===== config.mk =====
export PLATFORM = sky130hd
export DESIGN_NAME = nibble_serial_add_ctrl_flat
export DESIGN_NICKNAME = d
export VERILOG_FILES = /design/src/rtl/nibble_serial_add_ctrl_if.sv /design/src/rtl/nibble_serial_add_ctrl.sv /design/src/flat_wrapper.sv
export SDC_FILE = /design/constraint.sdc
export NUM_CORES = 1
export LEC_CHECK = 0
export CORE_MARGIN = 2
export CORE_UTILIZATION = 45
export DETAILED_ROUTE_END_ITERATION = 8
export GPL_TIMING_DRIVEN = 0
export PLACE_DENSITY = 0.75
export SLEW_MARGIN = 0
export SYNTH_ARGS = -nofsm -noshare
export SYNTH_HDL_FRONTEND = slang
export SYNTH_SLANG_ARGS = --single-unit
export TNS_END_PERCENT = 100

===== constraint.sdc =====
create_clock -name clk -period 2.7 [get_ports clk]
set_input_delay 0.405 -clock clk [delete_from_list [all_inputs] [get_ports clk]]
set_output_delay 0.405 -clock clk [all_outputs]
set_load 0.005 [all_outputs]

===== src/rtl/nibble_serial_add_ctrl_if.sv =====
// Host-side handshake bundle for the nibble-serial adder sequencer.
// The host drives the request and operands; the sequencer returns status and result.
interface nibble_serial_add_ctrl_if #(
   parameter int WIDTH = 16
);
   logic             start;
   logic             sub;
   logic [WIDTH-1:0] a;
   logic [WIDTH-1:0] b;
   logic             busy;
   logic             done;
   logic [WIDTH-1:0] sum;
   logic             cout;
   logic             ovf;

   modport master (
      output start, sub, a, b,
      input  busy, done, sum, cout, ovf
   );

   modport slave (
      input  start, sub, a, b,
      output busy, done, sum, cout, ovf
   );
endinterface


===== src/rtl/nibble_serial_add_ctrl.sv =====
// WIDTH-bit add/subtract sequenced one nibble per clock through a shared 4-bit slice.
// Subtraction is a + ~b + 1, with the +1 entering as the initial carry.

module fa_4bit_st (
   input  logic [3:0] a,
   input  logic [3:0] b,
   input  logic       cin,
   output logic [3:0] sum,
   output logic       cout
);
   logic [4:0] total;

   assign total = {1'b0, a} + {1'b0, b} + {4'b0000, cin};
   assign sum   = total[3:0];
   assign cout  = total[4];
endmodule

// state | meaning
// IDLE  | waiting for start
// RUN   | one nibble per clock, LSB nibble first
// DONE  | result valid for one cycle; start here begins the next operation
module nibble_serial_add_ctrl #(
   parameter int WIDTH = 16
) (
   input  logic                     clk,
   input  logic                     rst,
   nibble_serial_add_ctrl_if.slave  bus
);
   localparam int N  = WIDTH / 4;
   localparam int IW = (N > 1) ? $clog2(N) : 1;
   localparam logic [IW-1:0] LAST = IW'(N - 1);

   typedef enum logic [1:0] {
      IDLE = 2'd0,
      RUN  = 2'd1,
      DONE = 2'd2
   } state_t;

   state_t           state;
   logic [WIDTH-1:0] op_a;
   logic [WIDTH-1:0] op_b;
   logic             carry;
   logic [IW-1:0]    idx;

   logic [3:0] sl_a;
   logic [3:0] sl_b;
   logic [3:0] sl_sum;
   logic       sl_cout;

   always_comb begin
      sl_a = op_a[4*idx +: 4];
      sl_b = op_b[4*idx +: 4];
   end

   fa_4bit_st u_slice (
      .a    (sl_a),
      .b    (sl_b),
      .cin  (carry),
      .sum  (sl_sum),
      .cout (sl_cout)
   );

   always_ff @(posedge clk) begin
      if (rst) begin
         state    <= IDLE;
         op_a     <= '0;
         op_b     <= '0;
         carry    <= 1'b0;
         idx      <= '0;
         bus.busy <= 1'b0;
         bus.done <= 1'b0;
         bus.sum  <= '0;
         bus.cout <= 1'b0;
         bus.ovf  <= 1'b0;
      end else begin
         case (state)
            IDLE, DONE: begin
               bus.done <= 1'b0;
               if (bus.start) begin
                  state    <= RUN;
                  op_a     <= bus.a;
                  op_b     <= bus.sub ? ~bus.b : bus.b;
                  carry    <= bus.sub;
                  idx      <= '0;
                  bus.sum  <= '0;
                  bus.busy <= 1'b1;
               end else begin
                  state <= IDLE;
               end
            end
            RUN: begin
               bus.sum[4*idx +: 4] <= sl_sum;
               carry               <= sl_cout;
               idx                 <= idx + 1'b1;
               if (idx == LAST) begin
                  state    <= DONE;
                  bus.busy <= 1'b0;
                  bus.done <= 1'b1;
                  bus.cout <= sl_cout;
                  // signed overflow: like-signed operands whose result sign flips
                  bus.ovf  <= (op_a[WIDTH-1] == op_b[WIDTH-1]) &&
                              (sl_sum[3] != op_a[WIDTH-1]);
               end
            end
            default: begin
               state    <= IDLE;
               bus.busy <= 1'b0;
               bus.done <= 1'b0;
            end
         endcase
      end
   end
endmodule


===== src/flat_wrapper.sv =====
// flat-port wrapper written by rule: the top's interface ports become plain ports
module nibble_serial_add_ctrl_flat 
#(
   parameter int WIDTH = 16
)
  (clk, rst, bus_start, bus_sub, bus_a, bus_b, bus_busy, bus_done, bus_sum, bus_cout, bus_ovf);
  nibble_serial_add_ctrl_if #(.WIDTH(WIDTH)) bus_i ();
  input  logic clk;
  input  logic rst;
  input wire logic [$bits(bus_i.start)-1:0] bus_start;
  input wire logic [$bits(bus_i.sub)-1:0] bus_sub;
  input wire logic [$bits(bus_i.a)-1:0] bus_a;
  input wire logic [$bits(bus_i.b)-1:0] bus_b;
  output wire logic [$bits(bus_i.busy)-1:0] bus_busy;
  output wire logic [$bits(bus_i.done)-1:0] bus_done;
  output wire logic [$bits(bus_i.sum)-1:0] bus_sum;
  output wire logic [$bits(bus_i.cout)-1:0] bus_cout;
  output wire logic [$bits(bus_i.ovf)-1:0] bus_ovf;
  assign bus_i.start = bus_start;
  assign bus_i.sub = bus_sub;
  assign bus_i.a = bus_a;
  assign bus_i.b = bus_b;
  assign bus_busy = bus_i.busy;
  assign bus_done = bus_i.done;
  assign bus_sum = bus_i.sum;
  assign bus_cout = bus_i.cout;
  assign bus_ovf = bus_i.ovf;
  nibble_serial_add_ctrl #(.WIDTH(WIDTH)) u_core (.clk(clk), .rst(rst), .bus(bus_i));
endmodule

# --- Word-level counts from Yosys, hierarchy flattened ---
# Index checks and enable logic that the tools add are counted.
word_totals:
  register_bits: 57
  latchBits: 0
  ram_bits: 0
  romBits: 0
  input_bits: 36
  out_inout_bits: 20
  elab_cells: 50
  n_memories: 0
classes:
  add_sub_neg: 4
  multipliers: 0
  div_mod_pow: 0
  magnitude_cmp: 0
  eq_ne: 7
  shifts: 4
  n_mux: 14
  bitwise_logic: 2
  reduce_logical: 9
op_table:
  columns: ["op", "n"]
  rows:
  - ["4-bit negation with 34-bit output", 1]
  - ["4-bit by 34-bit variable shift with 16-bit output, first input constant", 1]
  - ["4-bit by 34-bit indexed part select with 16-bit output", 1]
  - ["16-bit 2-to-1 mux", 2]
  - ["16-bit one-hot mux with 2 select lines", 1]
  - ["16-bit by 5-bit indexed part select with 4-bit output", 2]
  - ["16-bit bitwise mux", 1]
  - ["16-bit NOT", 1]
  - ["2-bit one-hot mux with 2 select lines", 2]
  - ["2-bit AND reduction", 4]
  - ["4-bit by 4-bit adder with 5-bit output", 1]
  - ["5-bit by 1-bit adder with 5-bit output", 1]
  - ["2-bit == test, second input constant", 2]
  - ["1-bit 2-to-1 mux", 4]
  - ["2-bit 2-to-1 mux", 2]
  - ["1-bit one-hot mux with 2 select lines", 2]
  - ["2-bit OR reduction", 2]
  - ["2-bit by 1-bit adder with 2-bit output, second input constant", 1]
  - ["2-bit by 1-bit == test with 1-bit output, second input constant", 1]
  - ["2-bit logical NOT", 1]
  - ["2-bit by 1-bit inequality test with 1-bit output, second input constant", 1]
  - ["2-bit inequality test, second input constant", 1]
  - ["2-bit nonzero test", 1]
  - ["1-bit == test", 1]
  - ["other kinds (3)", 3]

# --- Longest topological paths before layout ---
depth:
  word_depth: 6
  ltp_mapped: 9
  depth_no_buf: 8

# --- By module ---
# Synthesis repeated with hierarchy kept, for this count alone.
unflattened:
  cells_unflattened: 261
  hier_area_um2: 2618.8
modules_own_cells:
  columns: ["mod", "instances", "cells_each", "area_each_um2", "seq_area_each_um2"]
  rows:
  - ["nibble_serial_add_ctrl", 1, 245, 2474.9, 1141.1]
  - ["fa_4bit_st", 1, 16, 143.9, 0.0]

# --- Least setup slack after synthesis ---
# Ideal clock, no wire load.
synth_timing:
  kind: "register to register"
  from: "register u_core.idx[0]"
  to: "register u_core.bus.ovf"
  setup_ps: 88
  arrival_ps: 2421
  t_required_ps: 2612
  slack_ps: 191
  stages_incl_launch_ff: 8
  path_buffers: 1
  period_less_slack_ps: 2509
  path_cell_list: "dfxtp_1 -> buf_4 -> mux4_2 -> fa_1 -> a211o_1 -> a21o_1 -> a21o_1 -> a311oi_2"
synth_between:
  elab_chain_len: 5
  word_cells_on_any_way: 8
  cone_classes: "add/sub (2); eq/ne (2); shift (2); reduce/logical (2)"
synth_rtl:
  columns: ["item", "line", "rtl"]
  rows:
  - ["from (decl)", "nibble_serial_add_ctrl.sv:43", "logic [IW-1:0] idx;"]
  - ["from (signal assigned)", "nibble_serial_add_ctrl.sv:94", "idx <= idx + 1'b1;"]
  - ["16-bit by 5-bit indexed part select with 4-bit output (on tied branches)", "nibble_serial_add_ctrl.sv:51, nibble_serial_add_ctrl.sv:52", null]
  - ["4-bit by 4-bit adder with 5-bit output", "nibble_serial_add_ctrl.sv:13", "assign total = {1'b0, a} + {1'b0, b} + {4'b0000, cin};"]
  - ["5-bit by 1-bit adder with 5-bit output", "nibble_serial_add_ctrl.sv:13", null]
  - ["1-bit inequality test", "nibble_serial_add_ctrl.sv:102", "(sl_sum[3] != op_a[WIDTH-1]);"]
  - ["1-bit logical AND", "nibble_serial_add_ctrl.sv:101", "bus.ovf <= (op_a[WIDTH-1] == op_b[WIDTH-1]) &&"]
  - ["to (signal assigned)", "nibble_serial_add_ctrl.sv:101", null]
  - ["to (decl)", "nibble_serial_add_ctrl_if.sv:23", "output busy, done, sum, cout, ovf"]
# Parallel ways exist; a longest one is shown, timed or not.
# A chain may end at the register's enable or synchronous reset.

# --- Worst setup path after layout ---
# Same ends and word-level chain as after synthesis.

==> impl_metrics.env <==
export IMPL_syn_inst=276
export IMPL_cts_clk_slew_worst_paths_ps=60
export IMPL_cts_tree="done"
export IMPL_netlist_area_leader_share_pct=43.9
export IMPL_run_status="finished clean"
export IMPL_die_w_um=80.0
export IMPL_maxCapViolCount=0
export IMPL_grt_max_degree=11
export IMPL_htree_levels=3
export IMPL_rsz0062_at_grt="false"
export IMPL_pwr_share_seq_pct=44.9
export IMPL_tightest_slew_ps=525
export IMPL_synth_most_common_cell="dfxtp_1"
export IMPL_fillers=485
export IMPL_core_mm2=0.00554
export IMPL_yosys_top_cells_count="dfxtp_1 (57), nor2_1 (42), nand2_1 (37)"
export IMPL_endpoint_kind="flip-flop"
export IMPL_synth_edf_count=0
export IMPL_via_per_inst=5.25
export IMPL_placed_area_mm2=0.00322
export IMPL_comb_power_share_pct=16.9
export IMPL_floorplan_die_area_mm2=0.00640
export IMPL_die_h_um=80.0
export IMPL_swShare_pct=26.4
export IMPL_synth_area_mm2=0.00260
export IMPL_timing_slew_headroom_pct=65.0
export IMPL_synth_fp_nets=321
export IMPL_clkSinkCount=57
export IMPL_setup_viol=0
export IMPL_fmax_mhz=387
export IMPL_path_class="reg -> reg"
export IMPL_cp_max_fo=10
export IMPL_drc_errors=0
export IMPL_fin_util_pct=61.9
export IMPL_first_pass_iters=4
export IMPL_cp_arrival_ps=2850
export IMPL_p_clk_share_pct=38.2
export IMPL_cts_buffers=9
export IMPL_synthToLayoutAreaGrowth_pct=32.0
export IMPL_ioPinCount=56
export IMPL_num_nets_final=385
export IMPL_internal_power_uw=1500
export IMPL_drtIter0Drc=68
export IMPL_p_leak_uw=0.00126
export IMPL_worstSkewPairLatency_ps=350
export IMPL_synth_top_cell_by_area="dfxtp_1"
export IMPL_p_switching_uw=539
export IMPL_antenna_found_initial=0
export IMPL_layout_min_cycle_time_ps=2580
export IMPL_clk_path_buf_depth=2
export IMPL_globalplace_congestion=0.733
export IMPL_finalClockSkew_ps=6.74
export IMPL_p_per_area_mw_per_mm2=594
export IMPL_fin_ws_ps=119
export IMPL_vias=2190
export IMPL_postRouteAntennaNets=0
export IMPL_dp_slack_ps=-40.8
export IMPL_slew_viol_final=0
export IMPL_hold_viol_final=0
export IMPL_synth_seq_cells=57
export IMPL_drive_above_1_share_pct=11.6
export IMPL_initial_utilization_pct=46.9
export IMPL_hp_class="reg -> reg"
export IMPL_met3_length_um=271
export IMPL_seq_area_frac_synth_pct=43.9
export IMPL_synthFlopType="dfxtp_1"
export IMPL_finalWirelength_mm=5.92
export IMPL_syn_avg_cell_area_um2=9.42
export IMPL_diodes=0
export IMPL_gr_total_overflow=0
export IMPL_start_kind="flip-flop"
export IMPL_fin_area_mm2=0.00343
export IMPL_grtUsageTotal_pct=20.3
export IMPL_whs_path_depth=2
export IMPL_numPortBuffers=53
export IMPL_ys_types=30
export IMPL_whs_ps=454
export IMPL_worstPathRequired_ps=2970
export IMPL_wl_met2_mm=2.92
export IMPL_core_rowCount=27
export IMPL_highest_layer="met4"
export IMPL_power_total_uw=2040
export IMPL_reg2reg_depth=7
export IMPL_ys_warn_count=0
export IMPL_hpwl_mm=4.26
export IMPL_grt_pass1_wl_mm=9.65
export IMPL_synth_area_leaders="dfxtp_1 (44%), mux4_2 (6.9%), nor2_1 (6.1%)"
export IMPL_synth_async_sr_flop_share_pct=0
export IMPL_wl_per_cell_um=14.2
export IMPL_cts_root_buf="clkbuf_8"
export IMPL_fin_crit_sh_pct=95.6
export IMPL_ir_drop_uv=325
export IMPL_met1_length_mm=2.60
export IMPL_grt_pass1_vias=2138
export IMPL_post_cts_setup_buffer_count=0
## worst max-delay path, stage by stage, from the launching register on
cell      delay, ps
dfxtp_4         390
buf_12          160
mux4_2          520
fa_1            430
a211o_1         300
a21o_1          260
a21o_1          220
a311oi_2        210
## state kept, by name, summed over array words and instances (netlist names)
| signal | flops |
|---|---|
| u_core.bus.busy | 1 |
| u_core.bus.cout | 1 |
| u_core.bus.done | 1 |
| u_core.bus.ovf | 1 |
| u_core.bus.sum | 16 |
| u_core.carry | 1 |
| u_core.idx | 2 |
| u_core.op_a | 16 |
| u_core.op_b | 16 |
| u_core.state | 2 |
## placed cells by master, fill, tap and decap left out
cell type        netlist  layout
inv_1                  7       7
buf_4                  2       1
and3_1                 1       1
a21o_1                 2       2
bufinv_16              0       1
nor3_1                 2       2
a32oi_1                4       4
clkdlybuf4s50_1        0      53
and3b_2                1       1
nand3_1                2       1
a211oi_1              16      16
nand2_1               37      37
clkbuf_2               0       1
nor2b_1                3       3
a21oi_1               23      23
a211o_1                1       1
clkbuf_8               0      10
buf_12                 0       1
o21a_1                 1       1
a22oi_1               13      13
or2_1                  1       1
nand3b_2               1       1
dfxtp_4                0       1
mux4_2                 8       8
dfxtp_1               57      56
xnor2_1               17      17
a311oi_2               1       1
nor4b_4                3       3
nand2b_1               2       2
clkbuf_1               9      11
nand3_2                0       1
ha_1                   7       7
nor2_1                42      42
buf_2                  8       8
fa_1                   2       2
o32a_1                 1       1
o21ai_0                2       2
clkinv_2               0       2
## routing by layer
metal  track usage (%)  vias to the layer above
met5                 0                        -
met4              11.7                        0
met3              5.09                       11
met2              33.4                       57
met1              23.7                     1034
li1                  -                     1088
## worst paths after layout
kind,startpoint,endpoint,slack (ps)
setup / recovery,u_core.idx[0]$_SDFFE_PP0P_,u_core.bus.ovf$_SDFFE_PP0P_,120
hold / removal,u_core.op_a[12]$_SDFFE_PP0P_,u_core.op_a[12]$_SDFFE_PP0P_,450
setup reg to reg,u_core.idx[0]$_SDFFE_PP0P_,u_core.bus.ovf$_SDFFE_PP0P_,120
hold reg to reg,u_core.op_a[12]$_SDFFE_PP0P_,u_core.op_a[12]$_SDFFE_PP0P_,450
## cell type report
type	instances	area, µm²	area share (%)
Buffer	19	103	2.99
Clock buffer	13	149	4.34
Clock inverter	3	40.0	1.17
Inverter	7	26.3	0.766
Multi-Input combinational cell	193	1350	39.3
Sequential cell	57	1140	33.4
Tap cell	72	90.1	2.62
Timing Repair Buffer	53	531	15.5
## through the flow
stage / cells / setup TNS (ps)
2_1_floorplan: 276 / 0
3_3_place_gp: 401 / -27.7
3_5_place_dp: 401 / -40.8
4_1_cts: 417 / 0
5_1_grt: 417 / 0
6_report: 417 / 0
## power groups by stage
stage | clock network (µW) | logic, µW | registers (µW)
detailed placement | 0 | 339 | 932
floorplan | 0 | 220 | 925
finish | 780 | 344 | 915
global route | 822 | 377 | 920
CTS | 789 | 341 | 914
global placement | 0 | 333 | 930
## logic make-up after synthesis
group | Yosys count | share of synthesized area, %
AOI/OAI and AO/OA | 64 | 16.7
xor gates and xnor gates | 17 | 5.73
adders and majority gates | 9 | 4.91
buffers and inverters | 26 | 4.43
DFF | 57 | 43.9
muxes | 8 | 6.93
and+or+nand+nor | 95 | 17.4
## timing repair
| action | 4_1_cts | 5_1_grt |
|---|---|---|
| setup endpoints to repair | 1 | 1 |
| pin swaps | 0 | 0 |
| hold buffers | 0 | 0 |
| resized for setup | 3 | 4 |
| gates cloned | 0 | 0 |
Note: power is estimated with default switching activity, not from simulation.
